[src/rtl/ssd_display_driver.sv]
// Four-digit common-anode seven-segment driver: converts a 13-bit binary value
// to BCD with a sequential double-dabble engine and scans the digits out.
module ssd_display_driver #(
  parameter int REFRESH_DIV = 100000,
  parameter bit BLANK_LZ    = 1'b1
) (
  input  logic        DatapathClk,
  input  logic        rst,
  input  logic [12:0] SSDInput,
  output logic [3:0]  Anode,
  output logic [6:0]  LED_out,
  output logic        busy
);

  localparam int CNT_W = $clog2(REFRESH_DIV);
  localparam logic [CNT_W-1:0] CNT_MAX = CNT_W'(REFRESH_DIV - 1);

  typedef enum logic [1:0] {IDLE, SHIFT, LOAD} state_t;

  function automatic logic [15:0] bcd_adjust(input logic [15:0] b);
    logic [15:0] r;
    for (int i = 0; i < 4; i++) begin
      r[i*4 +: 4] = (b[i*4 +: 4] >= 4'd5) ? (b[i*4 +: 4] + 4'd3) : b[i*4 +: 4];
    end
    return r;
  endfunction

  function automatic logic [6:0] seg7(input logic [3:0] d);
    logic [6:0] s;
    case (d)
      4'd0:    s = 7'b0000001;
      4'd1:    s = 7'b1001111;
      4'd2:    s = 7'b0010010;
      4'd3:    s = 7'b0000110;
      4'd4:    s = 7'b1001100;
      4'd5:    s = 7'b0100100;
      4'd6:    s = 7'b0100000;
      4'd7:    s = 7'b0001111;
      4'd8:    s = 7'b0000000;
      4'd9:    s = 7'b0000100;
      default: s = 7'b1111111;
    endcase
    return s;
  endfunction

  state_t            state_q, state_d;
  logic [12:0]       last_q, last_d;
  logic [15:0]       disp_q, disp_d;
  logic [12:0]       shift_q, shift_d;
  logic [15:0]       work_q, work_d;
  logic [3:0]        bitcnt_q, bitcnt_d;
  logic [CNT_W-1:0]  cnt_q;
  logic [1:0]        sel_q;
  logic [3:0]        anode_q, anode_d;
  logic [6:0]        led_q, led_d;
  logic [15:0]       work_adj;
  logic [28:0]       shifted;

  assign work_adj = bcd_adjust(work_q);
  assign shifted  = {work_adj, shift_q} << 1;

  // Control state: conversion FSM, captured value and committed BCD.
  always_ff @(posedge DatapathClk or negedge rst) begin
    if (!rst) begin
      state_q <= IDLE;
      last_q  <= '0;
      disp_q  <= '0;
    end else begin
      state_q <= state_d;
      last_q  <= last_d;
      disp_q  <= disp_d;
    end
  end

  // Working registers are always loaded on capture, so they carry no reset.
  always_ff @(posedge DatapathClk) begin
    shift_q  <= shift_d;
    work_q   <= work_d;
    bitcnt_q <= bitcnt_d;
  end

  always_comb begin
    state_d  = state_q;
    last_d   = last_q;
    disp_d   = disp_q;
    shift_d  = shift_q;
    work_d   = work_q;
    bitcnt_d = bitcnt_q;
    case (state_q)
      IDLE: begin
        if (SSDInput != last_q) begin
          shift_d  = SSDInput;
          last_d   = SSDInput;
          work_d   = '0;
          bitcnt_d = '0;
          state_d  = SHIFT;
        end
      end
      SHIFT: begin
        work_d  = shifted[28:13];
        shift_d = shifted[12:0];
        if (bitcnt_q == 4'd12) state_d = LOAD;
        else                   bitcnt_d = bitcnt_q + 4'd1;
      end
      LOAD: begin
        disp_d  = work_q;
        state_d = IDLE;
      end
      default: state_d = IDLE;
    endcase
  end

  assign busy = (state_q != IDLE);

  // Scan: a digit is a leading zero when it and all higher digits are zero.
  always_comb begin
    logic [3:0] dig;
    logic       lz;
    dig = disp_q[3:0];
    lz  = 1'b0;
    case (sel_q)
      2'd0: begin dig = disp_q[3:0];   lz = 1'b0;                  end
      2'd1: begin dig = disp_q[7:4];   lz = (disp_q[15:4] == '0);  end
      2'd2: begin dig = disp_q[11:8];  lz = (disp_q[15:8] == '0);  end
      default: begin dig = disp_q[15:12]; lz = (disp_q[15:12] == '0); end
    endcase
    anode_d = ~(4'b0001 << sel_q);
    led_d   = (BLANK_LZ && lz) ? 7'b1111111 : seg7(dig);
  end

  always_ff @(posedge DatapathClk or negedge rst) begin
    if (!rst) begin
      cnt_q   <= '0;
      sel_q   <= '0;
      anode_q <= 4'b1111;
      led_q   <= 7'b1111111;
    end else begin
      anode_q <= anode_d;
      led_q   <= led_d;
      if (cnt_q == CNT_MAX) begin
        cnt_q <= '0;
        sel_q <= sel_q + 2'd1;
      end else begin
        cnt_q <= cnt_q + 1'b1;
      end
    end
  end

  assign Anode   = anode_q;
  assign LED_out = led_q;

endmodule

[config.mk]
export PLATFORM = sky130hd
export DESIGN_NAME = ssd_display_driver
export DESIGN_NICKNAME = d
export VERILOG_FILES = /design/src/rtl/ssd_display_driver.sv
export SDC_FILE = /design/constraint.sdc
export NUM_CORES = 1
export LEC_CHECK = 0
export ABC_AREA = 1
export ABC_CLOCK_PERIOD_IN_PS = 4050
export BUFFER_PORTS_ARGS = -buffer_cell sky130_fd_sc_hd__buf_2
export CORE_ASPECT_RATIO = 0.7
export CORE_UTILIZATION = 45
export CTS_CLUSTER_SIZE = 8
export DETAILED_ROUTE_END_ITERATION = 10
export MAX_ROUTING_LAYER = met4
export PLACE_DENSITY_LB_ADDON = 0.25
export SYNTH_ARGS = -nofsm -noshare
export SYNTH_HDL_FRONTEND = slang
export SYNTH_SLANG_ARGS = --single-unit
[constraint.sdc]
create_clock -name DatapathClk -period 4.05 [get_ports DatapathClk]
set_input_delay 0.2025 -clock DatapathClk [delete_from_list [all_inputs] [get_ports DatapathClk]]
set_output_delay 0.2025 -clock DatapathClk [all_outputs]
set_load 0.01 [all_outputs]
==> results of run 1 <==
[worst min path at each step]
stage | start | end | slack, ns | cells after the start
3_5_place_dp | rst | cnt_q[0] | 0.43 | 2
4_1_cts | rst | cnt_q[2] | 0.07 | 2
6_report | rst | sel_q[0] | 0.03 | 2
3_3_place_gp | rst | disp_q[12] | 0.42 | 2
5_1_grt | rst | sel_q[0] | 0.10 | 2
2_1_floorplan | rst | cnt_q[0] | -0.09 | 0
[layer usage]
layer | wire (µm) | track usage [%] | up-vias
met5 | 0 | - | -
met4 | 93 | 5.65 | 0
met3 | 292 | 4.22 | 10
met2 | 3810 | 26.5 | 55
met1 | 4660 | 25.8 | 1634
li1 | - | - | 1840
[through the flow]
| step | utilization [%] | setup slack (ns) | instances | total power, µW | hold slack [ns] |
|---|---|---|---|---|---|
| finish | 51.6 | 1.63 | 727 | 3510 | 0.0275 |
| detailed placement | 48.8 | 1.61 | 711 | 2720 | 0.431 |
| global placement | 48.8 | 1.67 | 711 | 2680 | 0.418 |
| global route | 51.6 | 1.38 | 727 | 3800 | 0.101 |
| CTS | 51.6 | 1.60 | 727 | 3540 | 0.0685 |
| floorplan | - | 2.04 | 560 | 2430 | -0.0931 |
[synth_stat cells, types with 2 or more instances]
library cell / instances / share of area, %
nand2_1: 151 / 12
inv_1: 82 / 6.5
dfrtp_1: 50 / 26
o21ai_0: 48 / 5.0
nor2_1: 47 / 3.7
nand3_1: 43 / 4.5
edfxtp_1: 33 / 21
ha_1: 21 / 5.5
a21oi_1: 17 / 1.8
dfstp_2: 11 / 6.1
xor2_1: 9 / 1.7
inv_2: 7 / 0.55
nor3_1: 7 / 0.74
buf_2: 4 / 0.42
clkbuf_1: 4 / 0.31
xnor2_1: 4 / 0.74
nand3b_1: 3 / 0.47
a211oi_1: 2 / 0.31
nand2_4: 2 / 0.47
nand4_1: 2 / 0.26
nor2_2: 2 / 0.26
nor4_1: 2 / 0.26
o22ai_1: 2 / 0.26
[kinds of logic (layout without fill, tap and decap cells)]
logic type	count (synthesis)	in the layout	synth area share [%]
AND/OR/NAND/NOR	263	263	23.3
buffers and inverters	99	134	8.06
flip-flops	94	94	53.1
AO/OA/AOI/OAI	70	70	7.67
adder cells (fa/ha/maj)	21	21	5.51
XOR/XNOR	13	13	2.39
[power groups by stage]
stage	sequential (µW)	clock [µW]	combinational, µW
final	1610	797	1100
after global routing	1650	853	1290
after CTS	1610	820	1110
after detailed placement	1620	0	1100
after global placement	1610	0	1060
after floorplan	1590	0	835
[critical path, cell delays in order, from the launching register on]
cell     delay, ns
dfrtp_1       0.40
nand2_1       0.07
nand2_1       0.05
nor2_1        0.11
nand2_1       0.09
nor2_4        0.11
nand2_4       0.13
nand2_4       0.20
nand2_1       0.71
[final cells by class]
cell class | count | share of cell area [%]
Tap cell | 132 | 3.11
Timing Repair Buffer | 29 | 2.87
Clock inverter | 6 | 0.823
Clock buffer | 10 | 4.49
Multi-Input combinational cell | 367 | 34.8
Inverter | 89 | 6.28
Sequential cell | 94 | 47.6
[sequential cells by signal, summed over array words and instances, names as in the netlist]
name,cells
state_q,2
disp_q,16
Anode,4
cnt_q,17
shift_q,13
last_q,13
work_q,16
sel_q,2
bitcnt_q,4
LED_out,7
==> results by group, run 1 <==
Run status
  • Result of the run: complete, but fails checks
  • Violated checks: DRC

Logic synthesis
  • Async S/R FF share, synth: 64.9%
  • Sequential share of the synthesized area: 53.1%
  • Number of library cell types mapped by synthesis: 30
  • Syn Nets: 596
  • Mean Syn Cell Area: 8.51 µm²
  • Post-synth top flop: dfrtp_1
  • Number of synthesized flops with an enable pin: 33
  • Synth Cell Area: 4770 µm²
  • Ys Warns: 0
  • Total of flip-flops plus latches after synthesis: 94
  • Synthesized instance count: 560

Place
  • Port buffer count: 26
  • Weighted congestion reported at the end of routability-driven placement: 0.882
  • HPWL after DPL: 6290 µm
  • Area post-placement: 5040 µm²

Critical path
  • Critical Path Source Type: flop
  • CP max FO: 29
  • Capture point of the worst reg-to-reg path: work_q[0]
  • Reg2reg setup slack: 1.63 ns
  • Worst Reg-to-Reg Cells: 8
  • CP endpoint kind: flop
  • Setup CP Type: flop to flop
  • Required time at the endpoint of the critical path: 3.87 ns
  • Worst reg2reg path startpoint: last_q[9]
  • Endpoint of the worst setup timing path: work_q[0]
  • Launch point of the critical path: last_q[9]
  • CP Data Arrival Time: 2.23 ns

Timing
  • Final setup fails: 0
  • Max-slew violation total from the final report: 0
  • Setup clock skew after layout: 0.00697 ns
  • Aggregate negative setup slack: 0 ns
  • Unrepaired setup endpoints after global routing: no
  • Transition time at the pin with the least slew margin: 1.17 ns
  • Highest Clock Rate: 414 MHz
  • Final period util: 59.7%
  • Minimum clock period: 2.42 ns
  • Worst rel slew slack: 21.6%
  • Final Hold Violating Endpoints: 0

Clocking
  • CTS tree: yes
  • Total of hold buffers inserted after clock tree synthesis: 0
  • Cts repair resizes: 0
  • Clock-pin transition on the worst setup and hold timing paths: 0.07 ns
  • Clock Sinks: 94
  • Clock insertion delay at the later pin of the skew report: 0.34 ns
  • Number of H-tree levels: 3
  • Clock root buffer master: clkbuf_16
  • Number of CTS-inserted buffers: 9
  • Post CTS Setup Buffer Count: 0
  • Maximum count of clock buffers along a single path: 2

Layout
  • Fin nets: 626
  • Total area of multi-input combinational cells: 1850 µm²
  • Most used cells in the layout excluding fill and tap cells: nand2_1, inv_1, dfrtp_1
  • Layout overhead on the synthesized area: 11.6%
  • Share of final-layout standard cells stronger than drive strength 1: 12.1%
  • Design Area, Final: 5320 µm²
  • Reg area: 2530 µm²
  • Antenna Cells: 0
  • Most frequent standard cell in the layout excluding fill and tap cells: nand2_1
  • Number of fill cells: 960

Die
  • Effective utilization at floorplan: 46.2%
  • Std-Cell Rows: 31
  • Core footprint: 10300 µm²
  • DIE WIDTH: 125 µm
  • Num ports: 27
  • Die outline height: 88.1 µm
  • Die ar.: 11000 µm²

Route
  • Detailed-route DRC error count: 4
  • DRT iter0 DRCs: 257
  • Number of detailed-route iterations in the first pass: 7
  • Via-to-Cell Ratio: 4.87
  • Routed wire length: 8860 µm
  • Detail-routed net length per standard cell: 12.2 µm
  • Count of vias placed by the detailed router: 3539
  • Post-route antenna net violation count: 0

Power and ir drop
  • Maximum resistive drop on vdd: 0.395 mV
  • Power share of the combinational group: 31.4%
  • Internal power: 2260 µW
  • Sequential share of power: 45.8%
  • LEAKAGE: 0.00273 µW
  • Power per Cell Area: 659 nW/µm²
  • Part of the power in the clock network: 22.7%
  • Switching Power: 1240 µW
  • Net Sw Frac: 35.5%

Global route
  • All-Layer GR Usage: 18.4%
  • Wire length of the first global-routing pass: 15400 µm
  • Vias in the first global route: 3197
  • Largest net degree at the start of global routing: 62
  • Final global-route overflow total: 0
  • Initial antenna violation count: 0

Hold path
  • Worst Hold Class: input port to async pin

Flow run
  • Max cap viols: 0
Note: power is estimated with default switching activity, not from simulation.
==> inputs of run 2 (changes only) <==
--- a/config.mk
+++ b/config.mk
@@ -5,8 +5,8 @@
 export SDC_FILE = /design/constraint.sdc
 export NUM_CORES = 1
 export LEC_CHECK = 0
-export ABC_AREA = 1
-export ABC_CLOCK_PERIOD_IN_PS = 4050
+export ABC_AREA = 0
+export ABC_CLOCK_PERIOD_IN_PS = 2500
 export BUFFER_PORTS_ARGS = -buffer_cell sky130_fd_sc_hd__buf_2
 export CORE_ASPECT_RATIO = 0.7
 export CORE_UTILIZATION = 45
==> constraint.sdc (replaced) <==
create_clock -name DatapathClk -period 2.5 [get_ports DatapathClk]
set_input_delay 0.125 -clock DatapathClk [delete_from_list [all_inputs] [get_ports DatapathClk]]
set_output_delay 0.125 -clock DatapathClk [all_outputs]
set_load 0.01 [all_outputs]
==> run 2 against run 1 <==
- the run now ends clean
- final cell count down 26%
- sequential share of layout area up 0.95 points
- hold slack better by 0.022 ns
- critical path depth unchanged
- flip-flop and latch count unchanged
- global-route usage down 0.48 points
- first-iteration DRC count down 24%
- non-clock buffer count up 6
- clock skew down 0.00064 ns
- largest power group unchanged
==> results by group, run 2 <==
Route
  • Detailed-route DRC error count: 0 (-4)
  • Count of vias placed by the detailed router: 2837 (-20%)
  • Post-route antenna net violation count: 0 (unchanged)
  • Number of detailed-route iterations in the first pass: 4 (-3)
  • Detail-routed net length per standard cell: 14.8 µm (+21%)
  • DRT iter0 DRCs: 195 (-24%)
  • Via-to-Cell Ratio: 5.25 (+7.9%)
  • Routed wire length: 7970 µm (-10%)

Layout
  • Design Area, Final: 5220 µm² (-2.0%)
  • Layout overhead on the synthesized area: 14.6%
  • Share of final-layout standard cells stronger than drive strength 1: 25.0% (+13 points)
  • Max FFs per register: 17 (unchanged)
  • Number of fill cells: 851 (-11%)
  • Post-Layout Cell Count: 540 (-26%)
  • Antenna Cells: 0 (unchanged)
  • Fin nets: 443 (-29%)
  • Reg area: 2530 µm² (unchanged)
  • Register with the most flip-flops: cnt_q
  • Total area of multi-input combinational cells: 1880 µm² (+1.4%)
  • Top Registers: cnt_q: 17 flops, disp_q: 16 flops, work_q: 16 flops
  • Most used cells in the layout excluding fill and tap cells: dfrtp_1, mux2_2, edfxtp_1
  • Most frequent standard cell in the layout excluding fill and tap cells: dfrtp_1

Run status
  • Result of the run: finished, final reports clean

Die
  • Die outline height: 86.1 µm (-2.2%)
  • Die ar.: 10500 µm² (-4.5%)
  • Num ports: 27 (unchanged)
  • DIE WIDTH: 122 µm (-2.3%)
  • Core footprint: 9760 µm² (-5.4%)
  • Effective utilization at floorplan: 46.6% (+0.42 points)
  • Std-Cell Rows: 30 (-3.2%)

Logic synthesis
  • Async S/R FF share, synth: 64.9% (unchanged)
  • Total of flip-flops plus latches after synthesis: 94 (unchanged)
  • Top cell types by occurrence after synthesis: dfrtp_1, mux2_2, edfxtp_1, inv_1
  • Ys Warns: 0 (unchanged)
  • Synthesized instance count: 371 (-34%)
  • Number of synthesized flops with an enable pin: 33 (unchanged)
  • Syn Nets: 407 (-32%)
  • Post-synth top area share: 27.5% (+1.2 points)
  • Post-synth top flop: dfrtp_1
  • Mean Syn Cell Area: 12.3 µm² (+44%)
  • Top area cells in the synthesized netlist: dfrtp_1, edfxtp_1, mux2_2
  • Cell with the most instances after synthesis: dfrtp_1
  • Sequential share of the synthesized area: 55.6% (+2.5 points)
  • Synth area leader: dfrtp_1
  • Synth Cell Area: 4550 µm² (-4.5%)
  • Number of library cell types mapped by synthesis: 38 (+27%)

Clocking
  • Clock Sinks: 94 (unchanged)
  • Clock insertion delay at the later pin of the skew report: 0.34 ns (about the same)
  • Number of CTS-inserted buffers: 9 (unchanged)
  • Clock-pin transition on the worst setup and hold timing paths: 0.06 ns (about the same)
  • Clock root buffer master: clkbuf_16
  • Maximum count of clock buffers along a single path: 2 (unchanged)
  • Post CTS Setup Buffer Count: 0 (unchanged)
  • Number of H-tree levels: 3 (unchanged)
  • CTS tree: yes

Hold path
  • Worst Hold Class: input port to flop

Timing
  • Final Hold Violating Endpoints: 0 (unchanged)
  • Max-slew violation total from the final report: 0 (unchanged)
  • Worst rel slew slack: 56.3% (+35 points)
  • Minimum clock period: 2.26 ns (-0.159 ns)
  • Transition time at the pin with the least slew margin: 0.649 ns (-0.524 ns)
  • Highest Clock Rate: 443 MHz (+7.0%)
  • Final setup fails: 0 (unchanged)
  • Final period util: 90.3% (+31 points)
  • Unrepaired setup endpoints after global routing: no
  • Setup clock skew after layout: 0.00633 ns (-0.000639 ns)
  • Aggregate negative setup slack: 0 ns (unchanged)
  • Final WS setup: 0.243 ns (-1.39 ns)

Place
  • Area post-placement: 4850 µm² (-3.6%)
  • Port buffer count: 26 (unchanged)
  • HPWL after DPL: 5690 µm (-9.5%)
  • Worst setup slack after placement: 0.284 ns (-1.33 ns)
  • Placed Cells incl. Taps: 523 (-26%)
  • Weighted congestion reported at the end of routability-driven placement: 0.873 (-0.96%)

Critical path
  • CP max FO: 5 (-83%)
  • Critical Path Source Type: flop
  • Required time at the endpoint of the critical path: 2.76 ns (-1.11 ns)
  • CP Data Arrival Time: 2.52 ns (+0.29 ns)
  • Setup CP Type: flop to flop
  • CP endpoint kind: flop
  • Reg2reg setup slack: 0.24 ns (-1.39 ns)

Global route
  • Wire length of the first global-routing pass: 13900 µm (-9.7%)
  • Largest net degree at the start of global routing: 30 (-52%)
  • Final global-route overflow total: 0 (unchanged)
  • Vias in the first global route: 2822 (-12%)
  • All-Layer GR Usage: 18.0% (-0.48 points)
  • Initial antenna violation count: 0 (unchanged)

Power and ir drop
  • Part of the power in the clock network: 26.2% (+3.5 points)
  • LEAKAGE: 0.00229 µW (-16%)
  • Switching Power: 1800 µW (+45%)
  • Maximum resistive drop on vdd: 0.516 mV (+31%)
  • Net Sw Frac: 30.3% (-5.2 points)
  • Sequential share of power: 43.1% (-2.7 points)
  • Total power of the final layout: 5960 µW (+70%)
  • Internal power: 4150 µW (+84%)
  • Power share of the combinational group: 30.7% (-0.7 points)
  • Power per Cell Area: 1140 nW/µm² (+73%)

Flow run
  • Max cap viols: 0 (unchanged)
run 2: critical path: stages (launching register included):
cell and delay (ns):
dfrtp_1 0.42, inv_1 0.11, ha_1 0.27, a222oi_1 0.39
a21oi_1 0.21, inv_1 0.15, ha_1 0.26, o21a_1 0.19
o21ai_0 0.17
run 2: repair_timing:
| item | 4_1_cts | 5_1_grt |
|---|---|---|
| hold buffers | 1 | 0 |
| resized for setup | 0 | 1 |
| setup endpoints to repair | 0 | 1 |
| hold endpoints to repair | 11 | 0 |
run 2: worst paths after layout:
check / cells past startpoint / end / startpoint
worst min-delay path: 2 / last_q[12] / SSDInput[12]
min in group asynchronous: 2 / disp_q[15] / rst
max in group asynchronous: 3 / cnt_q[0] / rst
worst max-delay path: 8 / LED_out[5] / sel_q[0]
worst min register to register: 1 / cnt_q[0] / cnt_q[0]
worst max register to register: 8 / LED_out[5] / sel_q[0]
run 2: cell type report:
| class | count | share of cell area [%] |
|---|---|---|
| clock buffer | 10 | 4.58 |
| inverter | 26 | 1.87 |
| tap | 128 | 3.07 |
| clock inverter | 6 | 2.06 |
| timing repair buffer | 35 | 3.84 |
| multi-input combinational | 241 | 36.0 |
| sequential | 94 | 48.5 |
run 2: stage by stage:
| stage | utilization, % | hold slack [ns] |
|---|---|---|
| 2_1_floorplan | - | -0.171 |
| 3_3_place_gp | 49.7 | 0.140 |
| 3_5_place_dp | 49.7 | 0.150 |
| 4_1_cts | 53.4 | 0.0396 |
| 5_1_grt | 53.4 | 0.0519 |
| 6_report | 53.4 | 0.0491 |
run 2: power groups by stage:
stage | sequential (µW) | clock [µW] | combinational [µW]
floorplan | 2500 | 0 | 1460
global placement | 2570 | 0 | 1760
detailed placement | 2600 | 0 | 1820
CTS | 2570 | 1600 | 1840
global route | 2640 | 1650 | 2080
finish | 2570 | 1560 | 1830
run 2: per-layer routing:
metal / track usage (%) / vias up / part of all wire, %
met2: 25.8 / 50 / 44
met5: - / - / 0
met3: 4.79 / 9 / 4.0
li1: - / 1389 / -
met4: 7.10 / 0 / 1.4
met1: 24.1 / 1389 / 51
run 2: cells by family (layout without fill, tap and decap cells):
family	after synthesis	in the layout	synth area share (%)
flops	94	94	55.6
simple gates	90	90	10.3
compound gates	49	49	7.12
mux	45	45	11.0
xor+xnor	36	36	6.93
buf+inv	36	77	3.22
fa+ha+maj	21	21	5.78
==> inputs of run 3 (changes only) <==
--- a/config.mk
+++ b/config.mk
@@ -13,7 +13,6 @@
 export CTS_CLUSTER_SIZE = 8
 export DETAILED_ROUTE_END_ITERATION = 10
 export MAX_ROUTING_LAYER = met4
-export PLACE_DENSITY_LB_ADDON = 0.25
 export SYNTH_ARGS = -nofsm -noshare
 export SYNTH_HDL_FRONTEND = slang
 export SYNTH_SLANG_ARGS = --single-unit
==> run 3 against run 2 <==
- sequential share of layout area is 0.47 points higher
- critical path type unchanged
- final cell count is 0.19% lower
- global-route usage is 0.26 points lower
- hold slack hardly changed
- register-to-register slack hardly changed
- non-clock buffer count is 1 lower
==> results by group, run 3 (synthesized netlist as in run 2, its figures left out) <==
Timing
  • Final WS setup: 0.236 ns (-0.00682 ns)
  • Final Hold Violating Endpoints: 0 (unchanged)
  • Aggregate negative setup slack: 0 ns (unchanged)
  • Unrepaired setup endpoints after global routing: no
  • Final period util: 90.6% (+0.27 points)
  • Final setup fails: 0 (unchanged)
  • Worst rel slew slack: 45.8% (-10 points)
  • Highest Clock Rate: 442 MHz (-0.30%)
  • Max-slew violation total from the final report: 0 (unchanged)
  • Transition time at the pin with the least slew margin: 0.813 ns (+0.164 ns)
  • Minimum clock period: 2.26 ns (+0.00682 ns)
  • Setup clock skew after layout: 0.00928 ns (+0.00295 ns)

Layout
  • Most frequent standard cell in the layout excluding fill and tap cells: dfrtp_1
  • Most used cells in the layout excluding fill and tap cells: dfrtp_1, mux2_2, edfxtp_1
  • Number of fill cells: 870 (+2.2%)
  • Core Util, Final: 52.9% (-0.51 points)
  • Share of final-layout standard cells stronger than drive strength 1: 25.1% (+0.061 points)
  • Total area of multi-input combinational cells: 1880 µm² (unchanged)
  • Top Registers: cnt_q: 17 flops, disp_q: 16 flops, work_q: 16 flops
  • Fin nets: 442 (-0.23%)
  • Register with the most flip-flops: cnt_q
  • Antenna Cells: 0 (unchanged)
  • Design Area, Final: 5160 µm² (-0.96%)
  • Reg area: 2530 µm² (unchanged)
  • Layout overhead on the synthesized area: 13.5%
  • Max FFs per register: 17 (unchanged)

Hold path
  • Worst Hold Class: input port to flop

Power and ir drop
  • Maximum resistive drop on vdd: 0.462 mV (-10%)
  • Power share of the combinational group: 31.5% (+0.8 points)
  • Internal power: 3930 µW (-5.3%)
  • Sequential share of power: 44.4% (+1.3 points)
  • Switching Power: 1830 µW (+1.6%)
  • Total power of the final layout: 5770 µW (-3.2%)
  • Power per Cell Area: 1120 nW/µm² (-2.3%)
  • Part of the power in the clock network: 24.1% (-2.1 points)
  • LEAKAGE: 0.00226 µW (-1.3%)
  • Net Sw Frac: 31.8% (+1.5 points)

Route
  • DRT iter0 DRCs: 202 (+3.6%)
  • Detailed-route DRC error count: 0 (unchanged)
  • Via-to-Cell Ratio: 5.20 (-0.98%)
  • Count of vias placed by the detailed router: 2804 (-1.2%)
  • Detail-routed net length per standard cell: 14.5 µm (-1.6%)
  • Number of detailed-route iterations in the first pass: 4 (unchanged)
  • Post-route antenna net violation count: 0 (unchanged)
  • Routed wire length: 7820 µm (-1.8%)

Global route
  • Vias in the first global route: 2777 (-1.6%)
  • Initial antenna violation count: 0 (unchanged)
  • Final global-route overflow total: 0 (unchanged)
  • Wire length of the first global-routing pass: 13700 µm (-1.6%)
  • Largest net degree at the start of global routing: 62 (+110%)
  • All-Layer GR Usage: 17.7% (-0.26 points)

Die
  • Num ports: 27 (unchanged)
  • DIE WIDTH: 122 µm (unchanged)
  • Effective utilization at floorplan: 46.6% (unchanged)
  • Die ar.: 10500 µm² (unchanged)
  • Die outline height: 86.1 µm (unchanged)
  • Std-Cell Rows: 30 (unchanged)
  • Core footprint: 9760 µm² (unchanged)

Critical path
  • CP Data Arrival Time: 2.52 ns (about the same)
  • Required time at the endpoint of the critical path: 2.76 ns (about the same)
  • CP endpoint kind: flop
  • Setup CP Type: flop to flop
  • CP max FO: 5 (unchanged)
  • Critical Path Source Type: flop

Clocking
  • Number of H-tree levels: 3 (unchanged)
  • Clock insertion delay at the later pin of the skew report: 0.35 ns (about the same)
  • Number of CTS-inserted buffers: 9 (unchanged)
  • Maximum count of clock buffers along a single path: 2 (unchanged)
  • Clock root buffer master: clkbuf_16
  • CTS tree: yes
  • Clock Sinks: 94 (unchanged)
  • Clock-pin transition on the worst setup and hold timing paths: 0.07 ns (about the same)

Place
  • Weighted congestion reported at the end of routability-driven placement: 0.777 (-11%)
  • Area post-placement: 4850 µm² (-0.15%)
  • Worst setup slack after placement: 0.270 ns (-0.0142 ns)
  • HPWL after DPL: 5450 µm (-4.3%)
  • Port buffer count: 26 (unchanged)

Run status
  • Result of the run: finished, final reports clean

Flow run
  • Max cap viols: 0 (unchanged)
[run 3: worst max-delay path: stages, from the launching register on]
cell and delay [ns]:
dfrtp_1 0.40, inv_1 0.10, ha_1 0.26, a222oi_1 0.45, mux2i_2 0.20, inv_1 0.16, ha_1 0.19, a211oi_1 0.05
a211oi_1 0.24, o21ai_0 0.12
[run 3: timing repair]
action,4_1_cts,5_1_grt
buffers inserted,0,0
endpoints found under the setup margin,0,2
resized for setup,0,1
endpoints found under the hold margin,17,0
hold buffers,1,0
[run 3: power groups by stage]
stage | Sequential [µW] | Combinational (µW) | Clock (µW)
global route | 2630 | 2070 | 1490
global placement | 2580 | 1770 | 0
floorplan | 2500 | 1460 | 0
detailed placement | 2590 | 1810 | 0
finish | 2560 | 1820 | 1390
CTS | 2560 | 1830 | 1440
[run 3: worst paths after layout]
check,start,endpoint,slack [ns],depth (start not counted)
max,sel_q[0],LED_out[2],0.24,9
min,SSDInput[0],last_q[0],0.05,2
max reg2reg,sel_q[0],LED_out[2],0.24,9
min reg2reg,cnt_q[0],cnt_q[0],0.48,1
max in group asynchronous,rst,last_q[3],1.48,3
min in group asynchronous,rst,last_q[10],0.49,3
[run 3: final cells by class]
cell class / count / area share [%]
multi-input cells: 241 / 36.4
repair buffers: 34 / 3.73
clock buffers: 9 / 4.36
flip-flops and latches: 94 / 49.0
inverters: 26 / 1.89
clock inverters: 7 / 1.53
well taps: 128 / 3.10
[run 3: routing by layer]
| metal | GRT usage [%] | up-vias | wire length [µm] |
|---|---|---|---|
| met3 | 4.99 | 11 | 316 |
| met5 | - | - | 0 |
| li1 | - | 1377 | - |
| met2 | 24.3 | 48 | 3250 |
| met4 | 6.32 | 0 | 121 |
| met1 | 24.8 | 1368 | 4140 |
[run 3: metrics by stage]
step / hold WS [ns] / cells
after CTS: 0.0350 / 539
after global placement: 0.352 / 522
after detailed placement: 0.362 / 522
final: 0.0486 / 539
after global routing: 0.0427 / 539
after floorplan: -0.171 / 371
